### src/rtl/deser_fila_param_pkg.sv
// Shared types and width helpers for the serial-to-word deserializer and its word queue.
package deser_fila_pkg;

  typedef enum logic [0:0] {
    COLLECT = 1'b0,
    HOLD    = 1'b1
  } des_state_t;

  // Occupancy needs to represent 0..depth inclusive.
  function automatic int len_w(input int depth);
    return $clog2(depth + 1);
  endfunction

  // Divider counter width; a divide-by-one counter still needs one bit.
  function automatic int cnt_w(input int div);
    return (div <= 1) ? 1 : $clog2(div);
  endfunction

endpackage

### src/rtl/deser_fila_param_if.sv
// Serial-in / word-out bus of the deserializer queue; slave is the design side.
interface deser_fila_param_if #(
  parameter int DATA_W = 8,
  parameter int DEPTH  = 8
);
  import deser_fila_pkg::*;

  logic                      data_in;
  logic                      write_in;
  logic                      dequeue_in;
  logic [DATA_W-1:0]         data_out;
  logic                      valid_out;
  logic                      status_out;
  logic [len_w(DEPTH)-1:0]   len_out;
  logic                      full_out;
  logic                      empty_out;
  logic                      overflow_out;

  modport master (
    output data_in, write_in, dequeue_in,
    input  data_out, valid_out, status_out, len_out, full_out, empty_out, overflow_out
  );

  modport slave (
    input  data_in, write_in, dequeue_in,
    output data_out, valid_out, status_out, len_out, full_out, empty_out, overflow_out
  );

endinterface

### src/rtl/deser_fila_param_tick_gen.sv
// Free-running divider producing a one-cycle enable every DIV clocks.
module tick_gen
  import deser_fila_pkg::*;
#(
  parameter int DIV = 10
) (
  input  logic clock1M,
  input  logic reset,
  output logic tick_out
);

  localparam int            CW   = cnt_w(DIV);
  localparam logic [CW-1:0] LAST = CW'(DIV - 1);

  logic [CW-1:0] cnt_reg;

  always_ff @(posedge clock1M or negedge reset) begin
    if (!reset) begin
      cnt_reg <= '0;
    end else if (cnt_reg == LAST) begin
      cnt_reg <= '0;
    end else begin
      cnt_reg <= cnt_reg + CW'(1);
    end
  end

  assign tick_out = (cnt_reg == LAST);

endmodule

### src/rtl/deser_fila_param.sv
// Serial bit collector feeding a circular word queue; all timing from clock-enable ticks.
module deser_fila_param
  import deser_fila_pkg::*;
#(
  parameter int DATA_W    = 8,
  parameter int DEPTH     = 8,
  parameter int DES_DIV   = 10,
  parameter int FIFO_DIV  = 100,
  parameter int MSB_FIRST = 1
) (
  input  logic                 clock1M,
  input  logic                 reset,
  deser_fila_param_if.slave    bus
);

  localparam int LW = len_w(DEPTH);
  localparam int PW = $clog2(DEPTH);
  localparam int BW = $clog2(DATA_W);

  logic              tick_des;
  logic              tick_fifo;
  des_state_t        state_reg, state_next;
  logic [DATA_W-1:0] shift_reg;
  logic [DATA_W-1:0] shift_next;
  logic [BW-1:0]     bit_cnt_reg;
  logic [DATA_W-1:0] mem [DEPTH];
  logic [PW-1:0]     wr_ptr_reg, rd_ptr_reg;
  logic [LW-1:0]     len_reg, len_next;
  logic              full_reg, empty_reg;
  logic [DATA_W-1:0] data_out_reg;
  logic              valid_reg;
  logic              overflow_reg;
  logic              take_bit, last_bit, enq, deq, ovf_evt;

  tick_gen #(.DIV(DES_DIV)) u_tick_des (
    .clock1M  (clock1M),
    .reset    (reset),
    .tick_out (tick_des)
  );

  tick_gen #(.DIV(FIFO_DIV)) u_tick_fifo (
    .clock1M  (clock1M),
    .reset    (reset),
    .tick_out (tick_fifo)
  );

  assign take_bit = (state_reg == COLLECT) && tick_des && bus.write_in;
  assign last_bit = take_bit && (bit_cnt_reg == BW'(DATA_W - 1));
  // Queue eligibility is judged on the occupancy before this tick.
  assign enq      = (state_reg == HOLD) && tick_fifo && (len_reg != LW'(DEPTH));
  assign ovf_evt  = (state_reg == HOLD) && tick_fifo && (len_reg == LW'(DEPTH));
  assign deq      = tick_fifo && bus.dequeue_in && (len_reg != '0);

  // Bit order decides which end the incoming bit enters from.
  genvar gi;
  generate
    for (gi = 0; gi < DATA_W; gi++) begin : g_shift
      if (MSB_FIRST != 0) begin : g_msb
        if (gi == 0) begin : g_in
          assign shift_next[gi] = bus.data_in;
        end else begin : g_mv
          assign shift_next[gi] = shift_reg[gi-1];
        end
      end else begin : g_lsb
        if (gi == DATA_W - 1) begin : g_in
          assign shift_next[gi] = bus.data_in;
        end else begin : g_mv
          assign shift_next[gi] = shift_reg[gi+1];
        end
      end
    end
  endgenerate

  always_ff @(posedge clock1M or negedge reset) begin
    if (!reset) begin
      state_reg <= COLLECT;
    end else begin
      state_reg <= state_next;
    end
  end

  always_comb begin
    state_next = state_reg;
    case (state_reg)
      COLLECT: if (last_bit) state_next = HOLD;
      HOLD:    if (enq)      state_next = COLLECT;
      default:               state_next = COLLECT;
    endcase
  end

  always_comb begin
    bus.status_out = (state_reg == COLLECT);
  end

  always_comb begin
    len_next = len_reg;
    if (enq && !deq) begin
      len_next = len_reg + LW'(1);
    end else if (!enq && deq) begin
      len_next = len_reg - LW'(1);
    end
  end

  always_ff @(posedge clock1M) begin
    if (enq) begin
      mem[wr_ptr_reg] <= shift_reg;
    end
  end

  always_ff @(posedge clock1M or negedge reset) begin
    if (!reset) begin
      shift_reg    <= '0;
      bit_cnt_reg  <= '0;
      wr_ptr_reg   <= '0;
      rd_ptr_reg   <= '0;
      len_reg      <= '0;
      full_reg     <= 1'b0;
      empty_reg    <= 1'b1;
      data_out_reg <= '0;
      valid_reg    <= 1'b0;
      overflow_reg <= 1'b0;
    end else begin
      valid_reg <= deq;
      if (take_bit) begin
        shift_reg   <= shift_next;
        bit_cnt_reg <= last_bit ? '0 : bit_cnt_reg + BW'(1);
      end
      if (enq) begin
        wr_ptr_reg <= wr_ptr_reg + PW'(1);
      end
      if (deq) begin
        data_out_reg <= mem[rd_ptr_reg];
        rd_ptr_reg   <= rd_ptr_reg + PW'(1);
      end
      if (ovf_evt) begin
        overflow_reg <= 1'b1;
      end
      len_reg   <= len_next;
      full_reg  <= (len_next == LW'(DEPTH));
      empty_reg <= (len_next == '0);
    end
  end

  assign bus.data_out     = data_out_reg;
  assign bus.valid_out    = valid_reg;
  assign bus.len_out      = len_reg;
  assign bus.full_out     = full_reg;
  assign bus.empty_out    = empty_reg;
  assign bus.overflow_out = overflow_reg;

endmodule

### src/flat_wrapper.sv
// flat-port wrapper written by rule: the top's interface ports become plain ports
module deser_fila_param_flat import deser_fila_pkg::*;
#(
  parameter int DATA_W    = 8,
  parameter int DEPTH     = 8,
  parameter int DES_DIV   = 10,
  parameter int FIFO_DIV  = 100,
  parameter int MSB_FIRST = 1
)
  (clock1M, reset, bus_data_in, bus_write_in, bus_dequeue_in, bus_data_out, bus_valid_out, bus_status_out, bus_len_out, bus_full_out, bus_empty_out, bus_overflow_out);
  deser_fila_param_if #(.DATA_W(DATA_W), .DEPTH(DEPTH)) bus_i ();
  input  logic clock1M;
  input  logic reset;
  input wire logic [$bits(bus_i.data_in)-1:0] bus_data_in;
  input wire logic [$bits(bus_i.write_in)-1:0] bus_write_in;
  input wire logic [$bits(bus_i.dequeue_in)-1:0] bus_dequeue_in;
  output wire logic [$bits(bus_i.data_out)-1:0] bus_data_out;
  output wire logic [$bits(bus_i.valid_out)-1:0] bus_valid_out;
  output wire logic [$bits(bus_i.status_out)-1:0] bus_status_out;
  output wire logic [$bits(bus_i.len_out)-1:0] bus_len_out;
  output wire logic [$bits(bus_i.full_out)-1:0] bus_full_out;
  output wire logic [$bits(bus_i.empty_out)-1:0] bus_empty_out;
  output wire logic [$bits(bus_i.overflow_out)-1:0] bus_overflow_out;
  assign bus_i.data_in = bus_data_in;
  assign bus_i.write_in = bus_write_in;
  assign bus_i.dequeue_in = bus_dequeue_in;
  assign bus_data_out = bus_i.data_out;
  assign bus_valid_out = bus_i.valid_out;
  assign bus_status_out = bus_i.status_out;
  assign bus_len_out = bus_i.len_out;
  assign bus_full_out = bus_i.full_out;
  assign bus_empty_out = bus_i.empty_out;
  assign bus_overflow_out = bus_i.overflow_out;
  deser_fila_param #(.DATA_W(DATA_W), .DEPTH(DEPTH), .DES_DIV(DES_DIV), .FIFO_DIV(FIFO_DIV), .MSB_FIRST(MSB_FIRST)) u_core (.clock1M(clock1M), .reset(reset), .bus(bus_i));
endmodule
### config.mk
export PLATFORM = sky130hd
export DESIGN_NAME = deser_fila_param_flat
export DESIGN_NICKNAME = d
export VERILOG_FILES = /design/src/rtl/deser_fila_param_pkg.sv /design/src/rtl/deser_fila_param_if.sv /design/src/rtl/deser_fila_param_tick_gen.sv /design/src/rtl/deser_fila_param.sv /design/src/flat_wrapper.sv
export SDC_FILE = /design/constraint.sdc
export NUM_CORES = 1
export LEC_CHECK = 0
export ABC_AREA = 0
export ABC_CLOCK_PERIOD_IN_PS = 7900
export CORE_ASPECT_RATIO = 0.9
export CORE_UTILIZATION = 60
export DETAILED_ROUTE_END_ITERATION = 12
export DONT_BUFFER_PORTS = 1
export GPL_ROUTABILITY_DRIVEN = 0
export GPL_TIMING_DRIVEN = 0
export PLACE_DENSITY = 0.76
export SYNTH_ARGS = -nofsm -noshare
export SYNTH_HDL_FRONTEND = slang
export SYNTH_SLANG_ARGS = --single-unit
### constraint.sdc
create_clock -name clock1M -period 7.9 [get_ports clock1M]
set_input_delay 0.79 -clock clock1M [delete_from_list [all_inputs] [get_ports clock1M]]
set_output_delay 0.79 -clock clock1M [all_outputs]
set_load 0.05 [all_outputs]
==> results.md, run 1 <==
* Avg Vias per Cell at between 5 and 6
* Psw at 185 uW
* Input/output buffers at 0
* #FFs+latches synth at around 110
* RSZ-0062 raised after global routing: no
* Die height at ~84 um
* Clk pwr share at between 30% and 40%
* I/O Pins at 22
* Post-synth top area cell: edfxtp_1
* Final Cycle Share at 41.0%
* Residual DRC at 0
* Ys flop type: edfxtp_1
* Internal power at approximately 750 uW
* First-pass GRT wire length at around 12000 um
* Final Skew at 0.0139 ns
* Fin Hold WS at about 0.10 ns
* Total power at about 930 uW
* Clock-pin slew on the worst setup and hold paths at between 0.1 and 0.15 ns
* Area Growth Syn to Fin at 6.95%
* Reg2reg path depth at 8
* Final Max Slew Viols at 0
* Detail Placement HPWL at 4840 um
* Power Dens Cells at a little under 200 nW/um2
* Least-Margin Pin Slew at ~1.3 ns
* Maximum vdd drop at ~100 uV
* Run status: finished, final reports clean
* Max transition margin at ~16%
* Sequential cell area fraction in the yosys report at approximately two thirds
* Vias at approximately 2400
* Final Hold Fails at 0
* Crit path arrival time at about 3.2 ns
* Post-placement setup slack at 4.65 ns
* Vias in the first global route at roughly 2300
* Row cnt at 29
* Leak at 1.69 nW
* Synthesized Nets at 301
* Final setup TNS at 0 ns
* Async set or reset register ratio after synthesis at 41.3%
* Hold_buf cts at 0
* CTS tree: done
* Max cap viols at 0
* Startpoint types: flop
* Initial DRC Count at approximately 190
* Synth Cell Area at 4500 um2
* Share of cells above drive strength 1 at between 10% and 20%
* Count of flip-flops with a built-in enable after synthesis at between 60 and 70
* R2r startpoint: u_core.bus.len_out[1]$_DFF_PN0_
* Dominant cells by area after synthesis: edfxtp_1, dfrtp_1, mux4_2
* Critical Path End Type: flop
* CP Max Fanout at 10
* Largest net degree at the start of global routing at 46
* FMAX at between 300 and 400 MHz
* Skew-Pair Late Insertion Delay at about 0.37 ns
* Critical Path RT at slightly below 8 ns
* Cts repair resizes at 0
* Grt ovf at 0
* Library cells used by synthesis at 52
* Core box area at between 7000 and 8000 um2
* Detail Route Antenna Nets at 0
* Syn_area_per_cell at 15.6 um2
* R2R Setup Slk at approximately 4.7 ns
* Antenna violations before repair at 0
* Number of detailed-route iterations in the first pass at 4
* Net Sw Frac at approximately a fifth
* Final worst slack at between 4 and 5 ns
* Cells after Synth at between 200 and 300
* Warnings from Yosys at 0
* # Post-CTS Setup Buffers at 0
* Max reg flops at between 60 and 70
* Yosys top cell area share at 42.7%
* DRT Wirelength at ~7300 um
* Hold WC Path Type: in -> async
* Root Buffer: clkbuf_8
* Placed inst area at about 4600 um2
* CTS max path bufs at 2
* Share of total power in sequential cells at 64.1%
* Initial Util at 62.9%
* Post-layout min period at ~3.2 ns
* Critical path type: reg -> reg
* # H-tree levels at 3
* CTS Buf Count at 9
* DIE AREA at just under 8000 um2
* WL per Instance at roughly 18 um
* Antenna diodes at 0
* Gate power share at less than 1%
* Final instance area at approximately 4800 um2
* Final setup vio count at 0
* Most common cell in the synthesized netlist: edfxtp_1
* Synth cell count leaders: edfxtp_1, dfrtp_1, nand2_1
* Nets at around 310
* GRT Resource Usage Total at 20.9%
* Crit Reg-Reg Endpoint: u_core.mem[4][6]$_DFFE_PP_
* Clk sink count at between 100 and 150
* Die Wd at 93.3 um
[final cells by class]
type	instances	area, um2
Multi-Input combinational cell	161	1370
Sequential cell	109	3050
Fill cell	459	2340
Clock buffer	9	124
Tap cell	93	116
Buffer	12	53.8
Clock inverter	7	72.6
Inverter	7	26.3
[worst max-delay path, stage by stage (launching register included)]
cell	delay [ns]
dfrtp_1	0.78
inv_1	0.11
ha_1	0.20
buf_2	0.17
nand3b_1	0.16
and3_1	0.18
buf_2	0.17
nand2_1	0.11
nor3_1	0.96
[placed cells by master, fill, tap and decap left out, drive strengths merged, types with 3 or more instances in the layout]
cell type,synthesis,final
o21ai,14,14
xor2,3,3
nand3,7,7
nor2,13,13
nand2b,6,6
clkbuf,3,12
nand2,25,25
nor3,5,5
inv,7,10
ha,7,7
edfxtp,64,64
mux2,11,11
mux2i,9,9
dfrtp,44,44
mux4,16,16
buf,9,9
xnor2,6,6
[cell families after synthesis]
group / synth area share (%)
XOR/XNOR: 1.75
multiplexers: 12.8
adder cells (fa/ha/maj): 1.95
buffers and inverters: 1.78
AND/OR/NAND/NOR: 9.40
AO/OA/AOI/OAI: 4.56
flip-flops: 67.8
[power by group through the flow]
| stage | combinational [mW] | clock, mW | sequential [mW] |
|---|---|---|---|
| 2_1_floorplan | 0.00175 | 0 | 0.610 |
| 3_3_place_gp | 0.00205 | 0 | 0.610 |
| 3_5_place_dp | 0.00209 | 0 | 0.610 |
| 4_1_cts | 0.00211 | 0.339 | 0.597 |
| 5_1_grt | 0.00237 | 0.364 | 0.597 |
| 6_report | 0.00220 | 0.332 | 0.597 |
[per-stage QoR]
stage | cells | utilization, %
after floorplan | 289 | -
after global placement | 382 | 64.6
after detailed placement | 382 | 64.6
after CTS | 398 | 67.3
after global routing | 398 | 67.3
final | 398 | 67.3
[worst max path at each step]
stage	from	to	slack, ns
after global routing	u_core.bus.len_out[0]$_DFF_PN0_	u_core.mem[0][7]$_DFFE_PP_	4.40
after CTS	u_core.bus.len_out[0]$_DFF_PN0_	u_core.mem[4][6]$_DFFE_PP_	4.62
after detailed placement	u_core.bus.len_out[0]$_DFF_PN0_	u_core.mem[4][4]$_DFFE_PP_	4.65
after floorplan	u_core.bus.len_out[0]$_DFF_PN0_	u_core.mem[0][0]$_DFFE_PP_	5.26
after global placement	u_core.bus.len_out[0]$_DFF_PN0_	u_core.mem[4][4]$_DFFE_PP_	4.69
final	u_core.bus.len_out[1]$_DFF_PN0_	u_core.mem[4][6]$_DFFE_PP_	4.66
[layer usage]
metal | global-route usage (%) | wire length [um] | vias up
li1 | - | - | 1104
met1 | 30.8 | 3640 | 1193
met2 | 31.4 | 3380 | 44
met3 | 3.80 | 211 | 9
met4 | 7.97 | 104 | 0
met5 | 0 | 0 | -
Power figures use the tool's default switching activity.
==> inputs of run 2 (changes only) <==
ABC_CLOCK_PERIOD_IN_PS = 2900   (was 7900)
CORE_UTILIZATION = 56   (was 60)
PLACE_DENSITY = 0.74   (was 0.76)
clock period = 2.9 ns   (was 7.9 ns; I/O delays follow)
==> run 2 against run 1 <==
Net effect:
- the run now ends with negative setup slack left
- largest cell class unchanged
- largest power group unchanged
- die area rose by 7.0%
- cell count rose by 1.3%
- hold slack got worse by 0.046 ns
==> results.md, run 2 (same netlist as run 1, synthesis figures left out) <==
* Number of detailed-route iterations in the first pass at 4 (unchanged)
* CTS max path bufs at 2 (unchanged)
* First-pass GRT wire length at 11500 um (-3.3%)
* Critical path type: reg -> reg
* Maximum vdd drop at 242 uV (+130%)
* R2r startpoint: u_core.bus.len_out[1]$_DFF_PN0_
* Min-Delay Endpoint: u_core.shift_reg[0]$_DFFE_PN0P_
* Reg2reg path depth at 8 (unchanged)
* Final setup TNS at -0.358 ns (-0.358 ns)
* Antenna violations before repair at 0 (unchanged)
* Final instance area at 4880 um2 (+1.5%)
* Root Buffer: clkbuf_8
* Initial Util at 58.7% (-4.2 points)
* Vias at 2326 (-1.0%)
* Core Util, Final at 63.8% (-3.5 points)
* Avg Vias per Cell at 5.77 (-2.2%)
* FMAX at 340 MHz (+10%)
* Largest net degree at the start of global routing at 46 (unchanged)
* Share of cells above drive strength 1 at 21.2% (+1.8 points)
* Commonest non-fill, non-tap cell in the layout: edfxtp_1
* Max transition margin at 47.6% (+32 points)
* Fill cells at 553 (+20%)
* Failing checks: negative setup slack
* Die Wd at 96.5 um (+3.4%)
* Row cnt at 30 (+3.4%)
* Initial DRC Count at 143 (-26%)
* Startpoint types: flop
* Core box area at 7660 um2 (+7.1%)
* Worst hold stages at 1
* GRT Resource Usage Total at 19.2% (-1.7 points)
* Die height at 87.0 um (+3.4%)
* Residual DRC at 0 (unchanged)
* Critical Path RT at 2.90 ns (-4.98 ns)
* Crit Reg-Reg Endpoint: u_core.mem[6][1]$_DFFE_PP_
* Total power at 2.56 mW (+170%)
* Grt ovf at 0 (unchanged)
* Commonest cells after routing, fill and taps aside: edfxtp_1, dfrtp_1, nand2_1
* Crit path arrival time at 2.94 ns (-0.28 ns)
* Run status: complete, but fails checks
* RSZ-0062 raised after global routing: yes
* Max reg flops at 64 (unchanged)
* # H-tree levels at 3 (unchanged)
* Final Max Slew Viols at 0 (unchanged)
* WL per Instance at 17.8 um (-3.2%)
* Area Growth Syn to Fin at 8.54%
* Final worst slack at -0.0384 ns (-4.70 ns)
* Input/output buffers at 0 (unchanged)
* Max cap viols at 0 (unchanged)
* Antenna diodes at 0 (unchanged)
* Final setup vio count at 16 (+16)
* Skew-Pair Late Insertion Delay at 0.37 ns (about the same)
* Final Hold Fails at 0 (unchanged)
* Vias in the first global route at 2200 (-4.1%)
* Power Dens Cells at 525 nW/um2 (+170%)
* Hold path startpoint: bus_data_in
* Clock-pin slew on the worst setup and hold paths at 0.11 ns (about the same)
* DRT Wirelength at 7190 um (-2.0%)
* CP Max Fanout at 10 (unchanged)
* Final Cycle Share at 101% (+60 points)
* Nets at 314 (+0.64%)
* I/O Pins at 22 (unchanged)
* Hold WC Path Type: in -> reg
* Fin Hold WS at 0.0573 ns (-0.0456 ns)
* CTS tree: done
* R2R Setup Slk at -0.04 ns (-4.70 ns)
* Post-layout min period at 2.94 ns (-0.304 ns)
* Critical Path End Type: flop
* DIE AREA at 8400 um2 (+7.0%)
* Detail Route Antenna Nets at 0 (unchanged)
* Detail Placement HPWL at 4710 um (-2.6%)
* CTS Buf Count at 9 (unchanged)
* Clk sink count at 109 (unchanged)
* Leak at 1.72 nW (+1.8%)
* Least-Margin Pin Slew at 0.783 ns (-0.475 ns)
* Final Skew at 0.0139 ns (-0.0000462 ns)
* # Post-CTS Setup Buffers at 0 (unchanged)
* Placed inst area at 4620 um2 (about the same)
==> run 2: cell types whose count changed in the layout (fill, tap and decap cells not counted), sizes merged <==
cell / before / now
bufinv: 1 / 0
clkinv: 2 / 3
dlygate4sd3: 0 / 1
buf: 9 / 10
==> run 2: timing repair <==
item                       in CTS  in global routing
gates resized for setup         2                  2
setup endpoints to repair      19                 64
hold buffers                    2                  0
hold endpoints to repair       45                  0
gates cloned                    0                  0
==> run 2: through the flow <==
stage | cells | setup WS [ns]
floorplan | 289 | 0.263
global placement | 385 | -0.351
detailed placement | 385 | -0.396
CTS | 403 | -0.0242
global route | 403 | -0.170
finish | 403 | -0.0384
==> run 2: critical path, cell delays in order, from the launching register on <==
cell and delay (ns):
dfrtp_1 0.79, inv_1 0.11, ha_1 0.20, buf_2 0.17
nand3b_1 0.15, and3_1 0.18, buf_2 0.17, nand2_1 0.15
nor2_1 0.65
==> run 2: area by class of cell <==
type	instances	area, um2	share of cell area [%]
Timing Repair Buffer	2	37.5	0.769
Sequential cell	109	3050	62.5
Clock inverter	7	87.6	1.79
Multi-Input combinational cell	161	1380	28.3
Inverter	7	26.3	0.538
Clock buffer	9	124	2.54
Tap cell	96	120	2.46
Buffer	12	53.8	1.10
==> run 2: report_power, final <==
group | internal [mW] | switching (mW)
Sequential | 1.63 | 0
Combinational | 0.00702 | 0.0165
Clock | 0.349 | 0.562
Total | 1.98 | 0.578
==> run 2: worst max path at each step <==
stage	start	to	slack, ns	depth (start not counted)
after global routing	u_core.bus.len_out[1]$_DFF_PN0_	u_core.mem[2][3]$_DFFE_PP_	-0.17	8
after floorplan	u_core.bus.len_out[0]$_DFF_PN0_	u_core.mem[0][0]$_DFFE_PP_	0.26	8
after CTS	u_core.bus.len_out[0]$_DFF_PN0_	u_core.mem[7][0]$_DFFE_PP_	-0.02	8
final	u_core.bus.len_out[1]$_DFF_PN0_	u_core.mem[6][1]$_DFFE_PP_	-0.04	8
after global placement	u_core.bus.len_out[0]$_DFF_PN0_	u_core.mem[4][4]$_DFFE_PP_	-0.35	8
after detailed placement	u_core.bus.len_out[0]$_DFF_PN0_	u_core.mem[4][4]$_DFFE_PP_	-0.40	8
==> run 2: metal layers <==
layer	vias up	global-route usage (%)	share of wire, %
met5	-	0	0
met4	0	4.81	1.0
met3	7	6.20	5.3
met2	47	28.7	46
met1	1165	27.4	47
li1	1107	-	-
